$ cat src/rtl/axi4s_arbiter_pkg.sv
// Shared types and helpers for the AXI4-S round-robin arbiter family.
package axi4s_arbiter_pkg;

  typedef enum logic {
    ARB_IDLE_E   = 1'b0,
    ARB_LOCKED_E = 1'b1
  } arb_state_t;

  // Next round-robin pointer: one past the served stream, wrapping at nr.
  function automatic int unsigned rr_next_ptr(input int unsigned ptr, input int unsigned nr);
    return ((ptr + 32'd1) >= nr) ? 32'd0 : (ptr + 32'd1);
  endfunction

endpackage

$ cat src/rtl/rr_priority_select.sv
// Combinational round-robin picker: first asserted request at or after
// i_ptr, searching upward with wrap.
module rr_priority_select #(
  parameter int unsigned nr_of_streams_p = 4,
  parameter int unsigned idx_bit_width_p = (nr_of_streams_p > 1) ? $clog2(nr_of_streams_p) : 1
) (
  input  logic [nr_of_streams_p-1:0] i_req,
  input  logic [idx_bit_width_p-1:0] i_ptr,
  output logic                       o_grant_valid,
  output logic [idx_bit_width_p-1:0] o_grant_idx
);

  logic [idx_bit_width_p-1:0] w_idx;

  // Walk offsets from farthest to nearest so the nearest requester wins.
  always_comb begin
    o_grant_valid = 1'b0;
    o_grant_idx   = '0;
    w_idx         = '0;
    for (int unsigned k = nr_of_streams_p; k > 0; k--) begin
      w_idx = idx_bit_width_p'((32'(i_ptr) + k - 32'd1) % nr_of_streams_p);
      if (i_req[w_idx]) begin
        o_grant_valid = 1'b1;
        o_grant_idx   = w_idx;
      end
    end
  end

endmodule

$ cat src/rtl/axi4s_rr_arbiter.sv
// Round-robin AXI4-S arbiter with packet locking and a registered output
// stage; the source stream index is forwarded on tid.
module axi4s_rr_arbiter
  import axi4s_arbiter_pkg::*;
#(
  parameter int unsigned nr_of_streams_p   = 4,
  parameter int unsigned tuser_bit_width_p = 8,
  parameter int unsigned tid_bit_width_p   = (nr_of_streams_p > 1) ? $clog2(nr_of_streams_p) : 1
) (
  input  logic                                              clk,
  input  logic                                              rst_n,
  output logic [nr_of_streams_p-1:0]                        axi4s_i_tready,
  input  logic [nr_of_streams_p-1:0]                        axi4s_i_tvalid,
  input  logic [nr_of_streams_p-1:0]                        axi4s_i_tlast,
  input  logic [nr_of_streams_p-1:0][tuser_bit_width_p-1:0] axi4s_i_tuser,
  input  logic                                              axi4s_o_tready,
  output logic                                              axi4s_o_tvalid,
  output logic                                              axi4s_o_tlast,
  output logic [tuser_bit_width_p-1:0]                      axi4s_o_tuser,
  output logic [tid_bit_width_p-1:0]                        axi4s_o_tid
);

  arb_state_t                    r_state;
  logic [tid_bit_width_p-1:0]    r_lock_idx;
  logic [tid_bit_width_p-1:0]    r_rr_ptr;
  logic                          r_o_tvalid;
  logic                          r_o_tlast;
  logic [tuser_bit_width_p-1:0]  r_o_tuser;
  logic [tid_bit_width_p-1:0]    r_o_tid;

  logic                          w_load_ok;
  logic                          w_grant_valid;
  logic [tid_bit_width_p-1:0]    w_grant_idx;
  logic                          w_sel_valid;
  logic [tid_bit_width_p-1:0]    w_sel_idx;
  logic                          w_sel_last;
  logic [nr_of_streams_p-1:0]    w_tready;
  logic                          w_accept;

  rr_priority_select #(
    .nr_of_streams_p (nr_of_streams_p),
    .idx_bit_width_p (tid_bit_width_p)
  ) u_rr_priority_select (
    .i_req         (axi4s_i_tvalid),
    .i_ptr         (r_rr_ptr),
    .o_grant_valid (w_grant_valid),
    .o_grant_idx   (w_grant_idx)
  );

  assign w_load_ok   = !r_o_tvalid || axi4s_o_tready;
  assign w_sel_valid = (r_state == ARB_LOCKED_E) ? 1'b1 : w_grant_valid;
  assign w_sel_idx   = (r_state == ARB_LOCKED_E) ? r_lock_idx : w_grant_idx;
  assign w_sel_last  = axi4s_i_tlast[w_sel_idx];

  // Ready goes only to the selected stream; a locked stream keeps the slot even when idle.
  always_comb begin
    w_tready = '0;
    if (rst_n && w_sel_valid && w_load_ok) begin
      w_tready[w_sel_idx] = 1'b1;
    end
  end

  assign w_accept = |(w_tready & axi4s_i_tvalid);

  always_ff @(posedge clk or negedge rst_n) begin
    if (!rst_n) begin
      r_state    <= ARB_IDLE_E;
      r_lock_idx <= '0;
      r_rr_ptr   <= '0;
      r_o_tvalid <= 1'b0;
      r_o_tlast  <= 1'b0;
      r_o_tuser  <= '0;
      r_o_tid    <= '0;
    end else begin
      if (w_accept) begin
        r_o_tvalid <= 1'b1;
        r_o_tlast  <= w_sel_last;
        r_o_tuser  <= axi4s_i_tuser[w_sel_idx];
        r_o_tid    <= w_sel_idx;
        if (w_sel_last) begin
          r_state  <= ARB_IDLE_E;
          r_rr_ptr <= tid_bit_width_p'(rr_next_ptr(32'(w_sel_idx), nr_of_streams_p));
        end else begin
          r_state    <= ARB_LOCKED_E;
          r_lock_idx <= w_sel_idx;
        end
      end else if (axi4s_o_tready) begin
        r_o_tvalid <= 1'b0;
      end
    end
  end

  assign axi4s_i_tready = w_tready;
  assign axi4s_o_tvalid = r_o_tvalid;
  assign axi4s_o_tlast  = r_o_tlast;
  assign axi4s_o_tuser  = r_o_tuser;
  assign axi4s_o_tid    = r_o_tid;

  a_tready_onehot0: assert property (@(posedge clk) disable iff (!rst_n) $onehot0(axi4s_i_tready));

endmodule

$ cat config.mk
export PLATFORM = sky130hd
export DESIGN_NAME = axi4s_rr_arbiter
export DESIGN_NICKNAME = d
export VERILOG_FILES = /design/src/rtl/axi4s_arbiter_pkg.sv /design/src/rtl/rr_priority_select.sv /design/src/rtl/axi4s_rr_arbiter.sv
export SDC_FILE = /design/constraint.sdc
export NUM_CORES = 1
export LEC_CHECK = 0
export ABC_AREA = 0
export CORE_MARGIN = 3
export CORE_UTILIZATION = 43
export CTS_CLUSTER_DIAMETER = 50
export DETAILED_ROUTE_END_ITERATION = 16
export GPL_ROUTABILITY_DRIVEN = 0
export PLACE_DENSITY = 0.77
export SYNTH_ARGS = -nofsm -noshare
export SYNTH_HDL_FRONTEND = slang
export SYNTH_SLANG_ARGS = --single-unit
$ cat constraint.sdc
create_clock -name clk -period 3.6 [get_ports clk]
set_clock_uncertainty 0.15 [all_clocks]
set_input_delay 0.36 -clock clk [delete_from_list [all_inputs] [get_ports clk]]
set_output_delay 0.36 -clock clk [all_outputs]
set_load 0.05 [all_outputs]
==> results of run 1 <==
per-layer routing:
layer	vias to the layer above	GRT usage, %	routed length, µm
met5	-	0	0
met4	0	7.124	66
met3	7	6.503	336
met2	48	32.86	1731
met1	594	20.96	1499
li1	617	-	-
path summary, 6_finish.rpt:
path / startpoint / to / slack, ps / cells past startpoint
min reg2reg: axi4s_o_tuser[7]$_DFFE_PN0P_ / axi4s_o_tuser[7]$_DFFE_PN0P_ / 370 / 1
max in group asynchronous: rst_n / axi4s_o_tuser[2]$_DFFE_PN0P_ / 2860 / 2
min: rst_n / r_rr_ptr[0]$_DFFE_PN0P_ / 240 / 2
min in group clk: axi4s_o_tuser[7]$_DFFE_PN0P_ / axi4s_o_tuser[7]$_DFFE_PN0P_ / 370 / 1
max reg2reg: r_state$_DFFE_PN0P_ / r_rr_ptr[1]$_DFFE_PN0P_ / 680 / 9
max: axi4s_i_tvalid[0] / r_rr_ptr[1]$_DFFE_PN0P_ / 630 / 11
sequential cells by signal (all words and copies together) (netlist names):
register / cells
axi4s_o_tid: 2
axi4s_o_tlast: 1
axi4s_o_tuser: 8
axi4s_o_tvalid: 1
r_lock_idx: 2
r_rr_ptr: 2
r_state: 1
kinds of logic (layout without fill, tap and decap cells):
group           count (synthesis)  after routing  synth area share (%)
mux                            35             35                 26.91
fa+ha+maj                       2              2                 1.714
buf+inv                        12             71                 6.255
simple gates                   33             33                 14.40
flops                          17             17                 29.13
compound gates                 36             36                 21.59
through the flow:
stage / worst slack (ps) / hold WS (ps) / std cells
6_report: 634.6 / 244.6 / 238
3_3_place_gp: 491.5 / 348.3 / 234
5_1_grt: 465.6 / 272.7 / 238
4_1_cts: 652.9 / 254.8 / 238
3_5_place_dp: 356.3 / 350.5 / 234
2_1_floorplan: 767.5 / -85.59 / 135
cell type report:
| type | instances | area, µm² |
|---|---|---|
| fillers | 287 | 1075 |
| clock buffers | 4 | 26.28 |
| inverters | 6 | 22.52 |
| multi-input cells | 106 | 943.4 |
| flip-flops and latches | 17 | 425.4 |
| well taps | 44 | 55.05 |
| repair buffers | 61 | 605.6 |
worst max-delay path, delay by kind of cell:
family | cells | cell delay, ps
multiplexers | 1 | 320
AO/OA/AOI/OAI | 4 | 930
buffers and inverters | 2 | 590
AND/OR/NAND/NOR | 3 | 600
adder cells (fa/ha/maj) | 1 | 210
power by group:
part	total [µW]	internal, µW	switching [µW]
logic	1440	637	808
registers	379	286	92.7
clock network	105	43.3	62.1
total	1930	966	963
placed cells by master, fill, tap and decap left out, types with 3 or more instances in the layout:
| cell | instances |
|---|---|
| clkdlybuf4s50_1 | 54 |
| mux2i_1 | 25 |
| dfrtp_1 | 17 |
| mux2_4 | 8 |
| nor2_1 | 7 |
| buf_4 | 6 |
| nand2_1 | 5 |
| and2_1 | 5 |
| o21ai_0 | 5 |
| o21ai_1 | 4 |
| inv_1 | 4 |
| a21oi_1 | 4 |
| nand3_2 | 3 |
| o211ai_1 | 3 |
| clkbuf_4 | 3 |
==> impl_metrics.ini, run 1 <==
[timing]
setup_violations_final = 0
min_period_ps = 2965
totalNegativeSetupSlack_ps = 0
fmaxAchievable_mhz = 337.2
timing.final.max_slew_violations = 0
worst_relative_slew_slack_pct = 64.73
fin_crit_sh_pct = 82.37
grt_setup_unrepaired = false
timing_hold_violations_final = 0
tightestPinTransition_ps = 527.4

[cts]
cts_post_setup_buffers_inserted = 0
ctsRootBufferMaster = clkbuf_4
hold_buffers = 0
max-clock-path-buffers = 2
tritoncts = built
cts.reportedPaths.clkPinSlew_ps = 90
post_cts_resize_count = 0
clock_tree.htree_level_count = 1
cts_inserted_buffers = 3
worst_skew_pair.late_latency_ps = 300
clock_sinks = 17

[global_route]
number_of_global_route_vias_before_repair = 1393
grt_antenna_before_repair = 0
global_route_wire_length_before_repair_um = 6196
gr-usage-all-layers_pct = 18.84
grt_max_degree = 19
grt.overflow.total = 0

[synth]
yosys.cell_types.count = 45
synth.cell_area_um2 = 1460
postSynthNetCount = 180
ys_warn_count = 0
synth_enable_flop_cells = 0
synthArstFlopShare_pct = 100.0
synthTopCellsByArea = dfrtp_1, mux2i_1, mux2_4
synth_largest_type_area_fraction_pct = 29.13
synth_largest_area_cell = dfrtp_1
synthesis.area_per_instance_um2 = 10.82
synth_seq_cells = 17
synth-main-ff-cell = dfrtp_1
syn-instance-count = 135
synth-seq-area-share_pct = 29.13
yosys-top-cells-count = mux2i_1, dfrtp_1, mux2_4
synth_most_common_cell = mux2i_1

[worst_setup_path]
criticalPathCategory = in2reg
element_type_at_the_critical_path_start = primary input
endpoint_kind = flop
critical_path.cell_chain = clkdlybuf4s50_1, nor2_1, o21ai_1, a211o_1, nand2_2, inv_2, ha_1, a22o_1, and2_1, o211ai_2, mux2_4
required_arrival_time_at_the_worst_endpoint_ps = 3640
worst_path_largest_cell_delay_ps = 530
worst-path-max-fanout = 7
crit_path_top_delay_cell = clkdlybuf4s50_1
critical_path_arrival_ps = 3010

[placement]
portBuffers = 58
placedInstanceArea_um2 = 2052
post-dp-hpwl_um = 2912

[detailed_routing]
finalWirelength_um = 3635
drt-initial-drc-count = 76
wire_length_per_cell_after_detailed_routing_um = 15.27
drtAntennaViolNets = 0
drt-vias-per-instance = 5.319
drc_errors = 0
drt_pass1_iterations = 4
routed-via-count = 1266

[layout]
num_antenna_cells = 0
layout-drive-gt1-share_pct = 21.13
flow.area_growth_from_synthesis_pct = 42.33
layout.nets = 240
finalInstanceArea_um2 = 2078
fin_util_pct = 65.91

[die]
fp.dieW_um = 64.27
core_area_um2 = 3153
rows = 20
die_height_um = 64.27
io_pins = 59
die_area_um2 = 4131
initial_utilization_pct = 46.31

[power_and_ir_drop]
power.density_nw_per_um2 = 928.1
ir_drop_worst_vdd_uv = 565.7
leakagePower_uw = 0.0008836
pnr_total_power_uw = 1929

[outcome]
outcome = completed

[run]
cap_viol_max_count = 0

[min_path]
hold_path.class = in2async
(Power assumes the default switching activity.)
==> run 2: changes to the inputs <==
clock period = 2.8 ns   (was 3.6 ns; I/O delays follow)
==> run 2 against run 1 <==
Combinational power increased by 43%. Final cell count increased by 7.6%. Wire length increased by 12%. Design area increased by 8.7%. Largest power group unchanged.
==> impl_metrics.ini, run 2 (synthesis gave the netlist of run 1 again) <==
[worst_setup_path]
endpoint_kind = flop
worst-r2r-cell-count = 9
element_type_at_the_critical_path_start = flop
criticalPathCategory = reg2reg
worst-path-max-fanout = 8
critical_path_arrival_ps = 2740
register_to_register_setup_slack_ps = 120
regToRegStartpoint = r_rr_ptr[0]$_DFFE_PN0P_
required_arrival_time_at_the_worst_endpoint_ps = 2850
r2r-end = r_rr_ptr[1]$_DFFE_PN0P_

[cts]
tritoncts = built
ctsRootBufferMaster = clkbuf_4
max-clock-path-buffers = 2
worst_skew_pair.late_latency_ps = 300
cts_inserted_buffers = 3
cts.reportedPaths.clkPinSlew_ps = 120
clock_sinks = 17
cts_post_setup_buffers_inserted = 0
clock_tree.htree_level_count = 1

[outcome]
outcome = completed

[die]
die_area_um2 = 4131
rows = 20
fp.dieW_um = 64.27
die_height_um = 64.27
core_area_um2 = 3153
io_pins = 59
initial_utilization_pct = 46.31

[global_route]
gr-usage-all-layers_pct = 20.95
grt_antenna_before_repair = 0
global_route_wire_length_before_repair_um = 6672
grt.overflow.total = 0
grt_max_degree = 18
number_of_global_route_vias_before_repair = 1461

[layout]
layout-drive-gt1-share_pct = 29.25
leading_cell_types_in_the_layout_fill_and_taps_excluded = clkdlybuf4s50_1, mux2i_1, buf_4
count_of_fill_cells_added_during_filler_insertion = 251
seq_area_um2 = 426.7
flow.area_growth_from_synthesis_pct = 54.67
layout.nets = 258
multi_input_comb_area_um2 = 945.9
final_common_cell = clkdlybuf4s50_1
num_antenna_cells = 0
finalInstanceArea_um2 = 2258
largest_register_ff_count = 8

[power_and_ir_drop]
leakagePower_uw = 0.0009767
ir_drop_worst_vdd_uv = 796.7
power.density_nw_per_um2 = 1185

[placement]
portBuffers = 58
placedInstanceArea_um2 = 2227
post-dp-hpwl_um = 3318
dp_worst_setup_slack_ps = -122.9

[timing]
timing.final.max_slew_violations = 0
worst_relative_slew_slack_pct = 65.54
min_period_ps = 2683
fmaxAchievable_mhz = 372.7
setup_slack_ps = 116.6
fin_crit_sh_pct = 95.84
tightestPinTransition_ps = 515.3
timing_hold_violations_final = 0
grt_setup_unrepaired = false
setup_violations_final = 0

[detailed_routing]
drtAntennaViolNets = 0
drc_errors = 0
finalWirelength_um = 4084
routed-via-count = 1355
drt-initial-drc-count = 56
drt_pass1_iterations = 4
drt-vias-per-instance = 5.293
wire_length_per_cell_after_detailed_routing_um = 15.95

[min_path]
hold_path.class = in2async

[run]
cap_viol_max_count = 0
==> run 2: changes by cell type in the layout (fill, tap and decap cells not counted) <==
cell,previous run,this run
buf_4,6,21
buf_12,1,4
clkbuf_1,1,0
clkinvlp_4,0,1
dfrtp_1,17,16
dfrtp_2,0,1
nor2_1,7,6
nor2_2,0,1
==> run 2: through the flow <==
stage	hold WS [ps]	std cells	power (µW)	TNS, ps	util, %
floorplan	-165.6	135	1936	0	-
global placement	345.0	252	2469	-71.14	70.63
detailed placement	351.3	252	2527	-804.1	70.63
CTS	212.6	256	2683	0	71.59
global route	221.9	256	2827	0	71.63
finish	212.9	256	2677	0	71.63
==> run 2: cell type report <==
class	instances	area share, %
multi-input combinational	106	41.88
tap	44	2.438
timing repair buffer	79	34.46
sequential	17	18.89
clock buffer	3	0.9972
inverter	6	0.9972
clock inverter	1	0.3324
==> run 2: worst max-delay path by stage <==
stage,start,endpoint,slack [ps],depth (start not counted)
6_report,r_rr_ptr[0]$_DFFE_PN0P_,r_rr_ptr[1]$_DFFE_PN0P_,120,9
5_1_grt,r_rr_ptr[0]$_DFFE_PN0P_,r_rr_ptr[1]$_DFFE_PN0P_,40,9
4_1_cts,r_rr_ptr[1]$_DFFE_PN0P_,r_rr_ptr[1]$_DFFE_PN0P_,120,10
3_5_place_dp,axi4s_i_tvalid[2],r_rr_ptr[1]$_DFFE_PN0P_,-120,10
3_3_place_gp,axi4s_i_tvalid[2],r_rr_ptr[1]$_DFFE_PN0P_,-30,10
2_1_floorplan,r_rr_ptr[1]$_DFFE_PN0P_,r_rr_ptr[1]$_DFFE_PN0P_,2,12
==> run 2: critical path, cell delays in order, from the launching register on <==
cell and delay, ps:
dfrtp_1 540, mux2_4 340, a21oi_2 170, o21a_4 180, nor2_8 40, ha_1 190
a22o_1 270, and2_1 190, o211ai_2 200, mux2_4 310
==> run 2: repair_timing <==
action | in CTS | in global routing
resized for setup | 0 | 1
setup endpoints to repair | 0 | 1
hold buffers | 0 | 0
==> run 2: metal layers <==
metal	vias up	global-route usage [%]	share of wire, %
met5	-	0	0
met4	0	8.179	1.4
met3	6	6.503	9.4
met2	64	37.50	50
met1	635	22.83	40
li1	650	-	-
==> run 2: report_power, final <==
part           total [µW]  internal [µW]  switching (µW)
combinational        2060            950            1110
clock                 148           54.4            93.6
sequential            468            369            98.9
total                2680           1370            1300
